## src/rtl/rr_credit_dispatcher.sv

```systemverilog
// rr_credit_dispatcher
// Distributes one valid/ready stream across NumOut consumers in round-robin
// order. Each consumer has a credit counter that limits how many beats it can
// have outstanding. Once a target has been offered a beat, that target is held
// until the beat is accepted.
//
// Ports
//   clk_i        clock, rising edge
//   rst_i        synchronous active-high reset
//   flush_i      returns the round-robin pointer to output 0
//   valid_i      input beat valid
//   ready_o      input beat accepted (combinational from ready_i)
//   data_i       input payload
//   valid_o      per-output valid, one-hot or zero
//   ready_i      per-output ready
//   data_o       data_i copied to every output slice
//   credit_i     per-output credit return, one pulse per credit
//   idx_o        index of the current target
//   credit_err_o one-cycle pulse after a credit return into a full counter
//
// state  | meaning
// -------+-------------------------------------------------------------
// IDLE   | a new target is chosen each cycle from rr_q and the credits
// LOCKED | a beat was offered to sel_q and not accepted; sel_q is held

module rr_credit_dispatcher #(
    parameter int NumOut     = 4,
    parameter int DataWidth  = 32,
    parameter int MaxCredits = 4
) (
    input  logic                          clk_i,
    input  logic                          rst_i,
    input  logic                          flush_i,
    input  logic                          valid_i,
    output logic                          ready_o,
    input  logic [DataWidth-1:0]          data_i,
    output logic [NumOut-1:0]             valid_o,
    input  logic [NumOut-1:0]             ready_i,
    output logic [NumOut*DataWidth-1:0]   data_o,
    input  logic [NumOut-1:0]             credit_i,
    output logic [$clog2(NumOut)-1:0]     idx_o,
    output logic                          credit_err_o
);

    localparam int CntW = $clog2(MaxCredits + 1);
    localparam int IdxW = $clog2(NumOut);
    localparam logic [CntW-1:0] CntMax  = CntW'(MaxCredits);
    localparam logic [IdxW-1:0] IdxLast = IdxW'(NumOut - 1);

    typedef enum logic {
        IDLE,
        LOCKED
    } state_t;

    state_t            state_q, state_d;
    logic [IdxW-1:0]   rr_q;
    logic [IdxW-1:0]   sel_q;
    logic [CntW-1:0]   cnt_q [NumOut];
    logic              credit_err_q;

    logic [NumOut-1:0] eligible;
    logic              any_eligible;
    logic [IdxW-1:0]   sel;
    logic [NumOut-1:0] dispatch;
    logic [NumOut-1:0] overflow;
    int                pos;

    always_comb begin
        for (int j = 0; j < NumOut; j++) begin
            eligible[j] = (cnt_q[j] != '0);
        end
    end

    // Scan starting at rr_q and take the first output that still has credit.
    always_comb begin
        sel          = '0;
        any_eligible = 1'b0;
        pos          = 0;
        for (int k = 0; k < NumOut; k++) begin
            pos = int'(rr_q) + k;
            if (pos >= NumOut) begin
                pos = pos - NumOut;
            end
            if (!any_eligible && eligible[pos]) begin
                any_eligible = 1'b1;
                sel          = IdxW'(pos);
            end
        end
    end

    always_comb begin
        state_d = state_q;
        valid_o = '0;
        idx_o   = sel;
        case (state_q)
            IDLE: begin
                if (valid_i && any_eligible) begin
                    valid_o[sel] = 1'b1;
                    if (!ready_i[sel]) begin
                        state_d = LOCKED;
                    end
                end
            end
            LOCKED: begin
                // An offered beat is never withdrawn, so valid_i is not consulted.
                idx_o          = sel_q;
                valid_o[sel_q] = 1'b1;
                if (ready_i[sel_q]) begin
                    state_d = IDLE;
                end
            end
            default: state_d = IDLE;
        endcase
        if (rst_i) begin
            valid_o = '0;
        end
    end

    assign dispatch     = valid_o & ready_i;
    assign ready_o      = |dispatch;
    assign data_o       = {NumOut{data_i}};
    assign credit_err_o = credit_err_q & ~rst_i;

    always_comb begin
        for (int j = 0; j < NumOut; j++) begin
            overflow[j] = credit_i[j] && !dispatch[j] && (cnt_q[j] == CntMax);
        end
    end

    always_ff @(posedge clk_i) begin
        if (rst_i) begin
            state_q <= IDLE;
            sel_q   <= '0;
        end else begin
            state_q <= state_d;
            if (state_q == IDLE) begin
                sel_q <= sel;
            end
        end
    end

    // A flush in the same cycle as a handshake takes priority.
    always_ff @(posedge clk_i) begin
        if (rst_i) begin
            rr_q <= '0;
        end else if (flush_i) begin
            rr_q <= '0;
        end else if (ready_o) begin
            rr_q <= (idx_o == IdxLast) ? '0 : idx_o + 1'b1;
        end
    end

    always_ff @(posedge clk_i) begin
        if (rst_i) begin
            for (int j = 0; j < NumOut; j++) begin
                cnt_q[j] <= CntMax;
            end
            credit_err_q <= 1'b0;
        end else begin
            for (int j = 0; j < NumOut; j++) begin
                case ({dispatch[j], credit_i[j]})
                    2'b10:   cnt_q[j] <= cnt_q[j] - 1'b1;
                    2'b01:   if (cnt_q[j] != CntMax) cnt_q[j] <= cnt_q[j] + 1'b1;
                    default: cnt_q[j] <= cnt_q[j];
                endcase
            end
            credit_err_q <= |overflow;
        end
    end

endmodule

```

## config.mk

```make
export PLATFORM = sky130hd
export DESIGN_NAME = rr_credit_dispatcher
export DESIGN_NICKNAME = d
export VERILOG_FILES = /design/src/rtl/rr_credit_dispatcher.sv
export SDC_FILE = /design/constraint.sdc
export NUM_CORES = 1
export LEC_CHECK = 0
export BUFFER_PORTS_ARGS = -buffer_cell sky130_fd_sc_hd__buf_2
export CORE_ASPECT_RATIO = 0.5
export CORE_MARGIN = 1.5
export CORE_UTILIZATION = 47
export CTS_BUF_LIST = sky130_fd_sc_hd__clkbuf_2 sky130_fd_sc_hd__clkbuf_4 sky130_fd_sc_hd__clkbuf_8
export DETAILED_ROUTE_END_ITERATION = 16
export PLACE_DENSITY = 0.9
export SYNTH_ARGS = -nofsm -noshare
export SYNTH_HDL_FRONTEND = slang
export SYNTH_SLANG_ARGS = --single-unit
export TNS_END_PERCENT = 20
```

## constraint.sdc

```tcl
create_clock -name clk_i -period 7.5 [get_ports clk_i]
set_clock_uncertainty 0.15 [all_clocks]
set_input_delay 1.875 -clock clk_i [delete_from_list [all_inputs] [get_ports clk_i]]
set_output_delay 1.875 -clock clk_i [all_outputs]
set_load 0.03 [all_outputs]
```

Word-level counts from Yosys, hierarchy flattened
Memories as Yosys holds them, arrays and structs flattened.
Index checks and enable logic that the tools add are counted.
{"block": "totals", "register_bits": 6, "mem_count": 1, "elab_cells": 193, "ram_bits": 12, "input_bits": 44}
{"block": "op_classes", "n_reduce_logical": 32, "eq_ne": 17, "bitwise_logic": 16, "n_lt_le_gt_ge": 12, "mux": 95, "n_addsub": 16}
{"name": "cnt_q", "depth": 4, "width": 3, "read_ports": 4, "rd_ports_with_merged_regs": 0, "wr": 4, "line": "58", "source": "logic [CntW-1:0] cnt_q [NumOut];"}
{"op": "$lt A32 B4 Y1 const B", "count": 4}
{"op": "$mux W32", "count": 4}
{"op": "$mux W1", "count": 61}
{"op": "$mux W3", "count": 12}
{"op": "$logic_and A1 B1 Y1", "count": 14}
{"op": "$add A3 B1 Y3 const B", "count": 4}
{"op": "$bmux W1 S2", "count": 6}
{"op": "$eq A3 B3 Y1 const B", "count": 4}
{"op": "$mux W2", "count": 6}
{"op": "$ne A3 B3 Y1 const B", "count": 4}
{"op": "$or A1 B1 Y1", "count": 12}
{"op": "$reduce_bool A3 Y1", "count": 4}
{"op": "$sub A3 B1 Y3 const B", "count": 4}
{"op": "$sub A3 B3 Y4 const B", "count": 3}
{"op": "$eq A2 B2 Y1 const B", "count": 5}
{"op": "$reduce_or A2 Y1", "count": 5}
{"op": "$ge A3 B3 Y1 const B", "count": 3}
{"op": "$eq A2 B1 Y1 const B", "count": 4}
{"op": "$mux W4", "count": 2}
{"op": "$pmux W4 S2", "count": 1}
{"op": "$reduce_or A4 Y1", "count": 2}
{"op": "$logic_not A1 Y1", "count": 7}
{"op": "$add A2 B2 Y3 const B", "count": 2}
{"op": "$lt A2 B3 Y1 const B", "count": 2}
{"op": "10 further kinds", "count": 13}

Longest topological paths before layout
{"block": "logic_depth", "ltp_word": 30, "mapped_depth": 15, "mapped_depth_nobuf": 15}

Least setup slack after synthesis
OpenSTA, ideal clock, no wires.
{"block": "synth_timing", "path_kind": "input port to output port", "start": "in rst_i", "end": "out ready_o", "cell_stages": 5, "arrival_ns": 3.001, "setup_slack_ns": 2.474, "cell_sequence": "clkbuf_1 > nand2b_1 > mux2i_1 > a2111oi_4 > inv_1"}
{"block": "synth_between", "elab_chain_cells": 3}
{"item": "from (decl)", "line": "32", "source": "input logic rst_i,"}
{"item": "$mux W4", "line": "114", "source": "if (rst_i) begin"}
{"item": "$and A4 B4 Y4", "line": "119", "source": "assign dispatch = valid_o & ready_i;"}
{"item": "$reduce_or A4 Y1", "line": "120", "source": "assign ready_o = |dispatch;"}
{"item": "to (decl)", "line": "35", "source": "output logic ready_o,"}
No other way between the ends.

Worst setup path after layout
{"block": "layout_timing", "start": "in valid_i", "end": "out ready_o"}
{"block": "layout_between", "elab_chain_cells": 6}
{"item": "from (decl)", "line": "34", "source": "input logic valid_i,"}
{"item": "$logic_and A1 B1 Y1", "line": "97", "source": "if (valid_i && any_eligible) begin"}
{"item": "$mux W4", "line": "97"}
{"item": "$pmux W4 S2", "line": "95", "source": "case (state_q)"}
{"item": "$mux W4", "line": "114"}
{"item": "$and A4 B4 Y4", "line": "119"}
{"item": "$reduce_or A4 Y1", "line": "120"}
No other way between the ends.

==> flow_summary.rst <==
.. list-table::
   :header-rows: 1

   * - Metric
     - Value
   * - Critical register-to-register path endpoint
     - cnt_q[2][2]$_SDFFCE_PN1P_
   * - Die Span Y
     - 55.5 um
   * - Routability congestion estimate
     - 0.875
   * - Number of buffers on the longest clock path
     - 2
   * - Headroom to the max-slew limit
     - 0.537
   * - Final cycle utilization of the critical path
     - 0.712
   * - Placement row count
     - 18
   * - Sequential element share of the synthesized area
     - 0.186
   * - Required @ worst endpoint
     - 5.48 ns
   * - Detailed-route wire length per cell
     - 17.8 um
   * - Hpwl dp
     - 3.86 mm
   * - Antenna-violating nets left
     - 0
   * - Insertion delay to the later sink of the worst-skew pair
     - 0.26 ns
   * - Post-synthesis register bit count
     - 18
   * - Sequential cell area
     - 480 um^2
   * - Worst R2R Setup Slack
     - 3.71 ns
   * - Number of detailed-route iterations in the first pass
     - 4
   * - Cts-stage hold buffer count
     - 0
   * - Worst Hold Margin
     - 0.456 ns
   * - Total of max-cap violations
     - 0
   * - Setup CP Type
     - in2out
   * - Post-route DRC violation count
     - 0
   * - Share of synthesized registers carrying an async set or reset
     - 0
   * - Dominant cell type by area after synthesis
     - buf_4
   * - Number of pins with negative max-slew slack in the final report
     - 0
   * - Fmax
     - 0.187 GHz
   * - Total congestion overflow after global routing
     - 0
   * - Fillers
     - 499
   * - Total area of multi-input combinational cells
     - 0.00108 mm^2
   * - Antenna cells
     - 0
   * - Number of enable flip-flop cells after synthesis
     - 12
   * - Synth Instances
     - 313
   * - Synth Flop Type
     - edfxtp_1
   * - Met1 Routed Length
     - 1.63 mm
   * - Worst r2r src
     - cnt_q[2][0]$_SDFFCE_PN0P_
   * - Root buffer selected by CTS
     - clkbuf_8
   * - Count of different cell masters after synthesis
     - 51
   * - Core utilization of the finished layout
     - 0.358
   * - Post-Synthesis Cell Area
     - 0.00259 mm^2
   * - Max Used Layer
     - met4
   * - CP startpoint kind
     - input port
   * - Number of buffers created by CTS
     - 3
   * - Power Density
     - 162 mW/mm^2
   * - Average footprint of a synthesized cell
     - 8.27 um^2
   * - RSZ-0062 raised after global routing
     - no
   * - Via-to-Cell Ratio
     - 5.84
   * - Starting Density
     - 0.507
   * - Hold Path Depth
     - 1
   * - Clk sink count
     - 18
   * - Count of endpoints failing setup in the final report
     - 0
   * - Nets
     - 261
   * - Most area-consuming cells after synthesis
     - buf_4, edfxtp_1, ha_1, dfxtp_1, a21oi_1
   * - Horizontal die dimension
     - 108 um
   * - Post-CTS repair timing setup buffer count
     - 0
   * - Arrival time reported for the critical path endpoint
     - 3.31 ns
   * - Top-count cell post-synth
     - buf_4
   * - Slew @ Worst Pin
     - 0.689 ns
   * - Leak
     - 0.000737 uW
   * - Max Fanout on Critical Path
     - 4
   * - Total routed wirelength
     - 4.83 mm
   * - Area share of the leading cell type in the synthesized netlist
     - 0.371
   * - GRT Resource Usage Total
     - 0.161
   * - Port-buffer cells
     - 19
   * - Final Hold Viols
     - 0
   * - Antenna violations before repair
     - 0
   * - Setup TNS
     - 0 ns
   * - Number of top-level pins
     - 180
   * - Maximum number of pins on one net before global-route repair
     - 30
   * - Via count of the first global-routing pass
     - 1576
   * - Vias after detailed routing
     - 1583
   * - Clock tree from TritonCTS
     - built
   * - Core area
     - 0.00511 mm^2
   * - Area growth from synthesis to final layout
     - -29.3%
   * - Routed met3 length
     - 517 um
   * - Post-CTS resize count
     - 0
   * - DRC violation total after the first TritonRoute iteration
     - 89
   * - CTS clk-pin slew, worst paths
     - 0.06 ns
   * - Synth Warn #
     - 0
   * - Detail Route met2 WL
     - 2.63 mm
   * - DIE AREA
     - 0.00599 mm^2
   * - Hold path start
     - cnt_q[3][0]$_DFFE_PP_
   * - Destination of the worst hold path
     - cnt_q[3][0]$_DFFE_PP_
   * - Leading post-synthesis cells by instance count
     - buf_4, nor2_1, a21oi_1
   * - Path class of the lowest-slack min-delay path
     - reg2reg
   * - Run status
     - finished, final reports clean
   * - Depth of the worst register-to-register path
     - 12
   * - Worst IR drop on VDD
     - 0.0000590 V
   * - Type of element capturing the critical path
     - output pin
   * - Layout cell share with drive strength beyond 1
     - 0.144
   * - H-Tree Level Count
     - 1
   * - Critical Path Start
     - valid_i
   * - Fin crit period
     - 5.34 ns
   * - First-pass GRT wire length
     - 7.78 mm
   * - Net Count, Synth
     - 371
[metal layers]
metal,vias to the layer above,track usage
met5,-,0
met4,0,0.0508
met3,12,0.0614
met2,114,0.312
met1,745,0.158
li1,712,-
[flip-flops by register name (all words and copies together) (netlist names)]
name          count
state_q           1
rr_q              2
credit_err_q      1
cnt_q            12
sel_q             2
[cell usage in the layout, fill, tap and decap left out, types with 7 or more instances in the layout]
master    Yosys  layout
inv_1        12      12
nand2b_1      7       7
buf_2         0      19
edfxtp_1     12      12
nor2b_1       7       7
o21ai_0       7       7
nor2_1       17      17
nand2_1      12      12
ha_1         11      11
a21oi_1      14      14
[power by group]
group,total (uW),internal (uW),switching (uW)
Combinational,93.5,39.4,54.1
Clock,68.8,35.7,33.1
Sequential,134,119,15.5
Total,297,194,103
[worst max path at each step]
stage / end / slack (ns)
CTS: ready_o / 2.19
floorplan: ready_o / 2.47
global route: ready_o / 2.04
finish: ready_o / 2.16
detailed placement: ready_o / 2.18
global placement: ready_o / 2.22
[critical path: stages]
cell	delay, ns
buf_2	0.08
nand2b_1	0.08
a41oi_1	0.24
o2111ai_1	0.19
a21oi_1	0.48
a2111oi_4	0.12
inv_1	0.07
buf_2	0.19
[through the flow]
step	setup WS (ns)	area (um^2)	power [uW]	std cells
final	2.16	1830	297	271
after detailed placement	2.18	1790	229	268
after global placement	2.22	1790	220	268
after CTS	2.19	1830	298	271
after floorplan	2.47	2590	331	313
after global routing	2.04	1830	315	271
[layout make-up]
type / instances / share of cell area
Timing Repair Buffer: 19 / 0.0519
Inverter: 12 / 0.0246
Tap cell: 70 / 0.0478
Sequential cell: 18 / 0.262
Multi-Input combinational cell: 149 / 0.591
Clock buffer: 3 / 0.0226
[cells by family after synthesis]
kind of cell | Yosys count | synth area share
XOR/XNOR | 4 | 0.0135
adder cells (fa/ha/maj) | 14 | 0.0763
multiplexers | 6 | 0.0280
buffers and inverters | 146 | 0.397
AO/OA/AOI/OAI | 54 | 0.149
flip-flops | 18 | 0.186
AND/OR/NAND/NOR | 71 | 0.151
No activity file was read; power rests on OpenSTA's default activity.
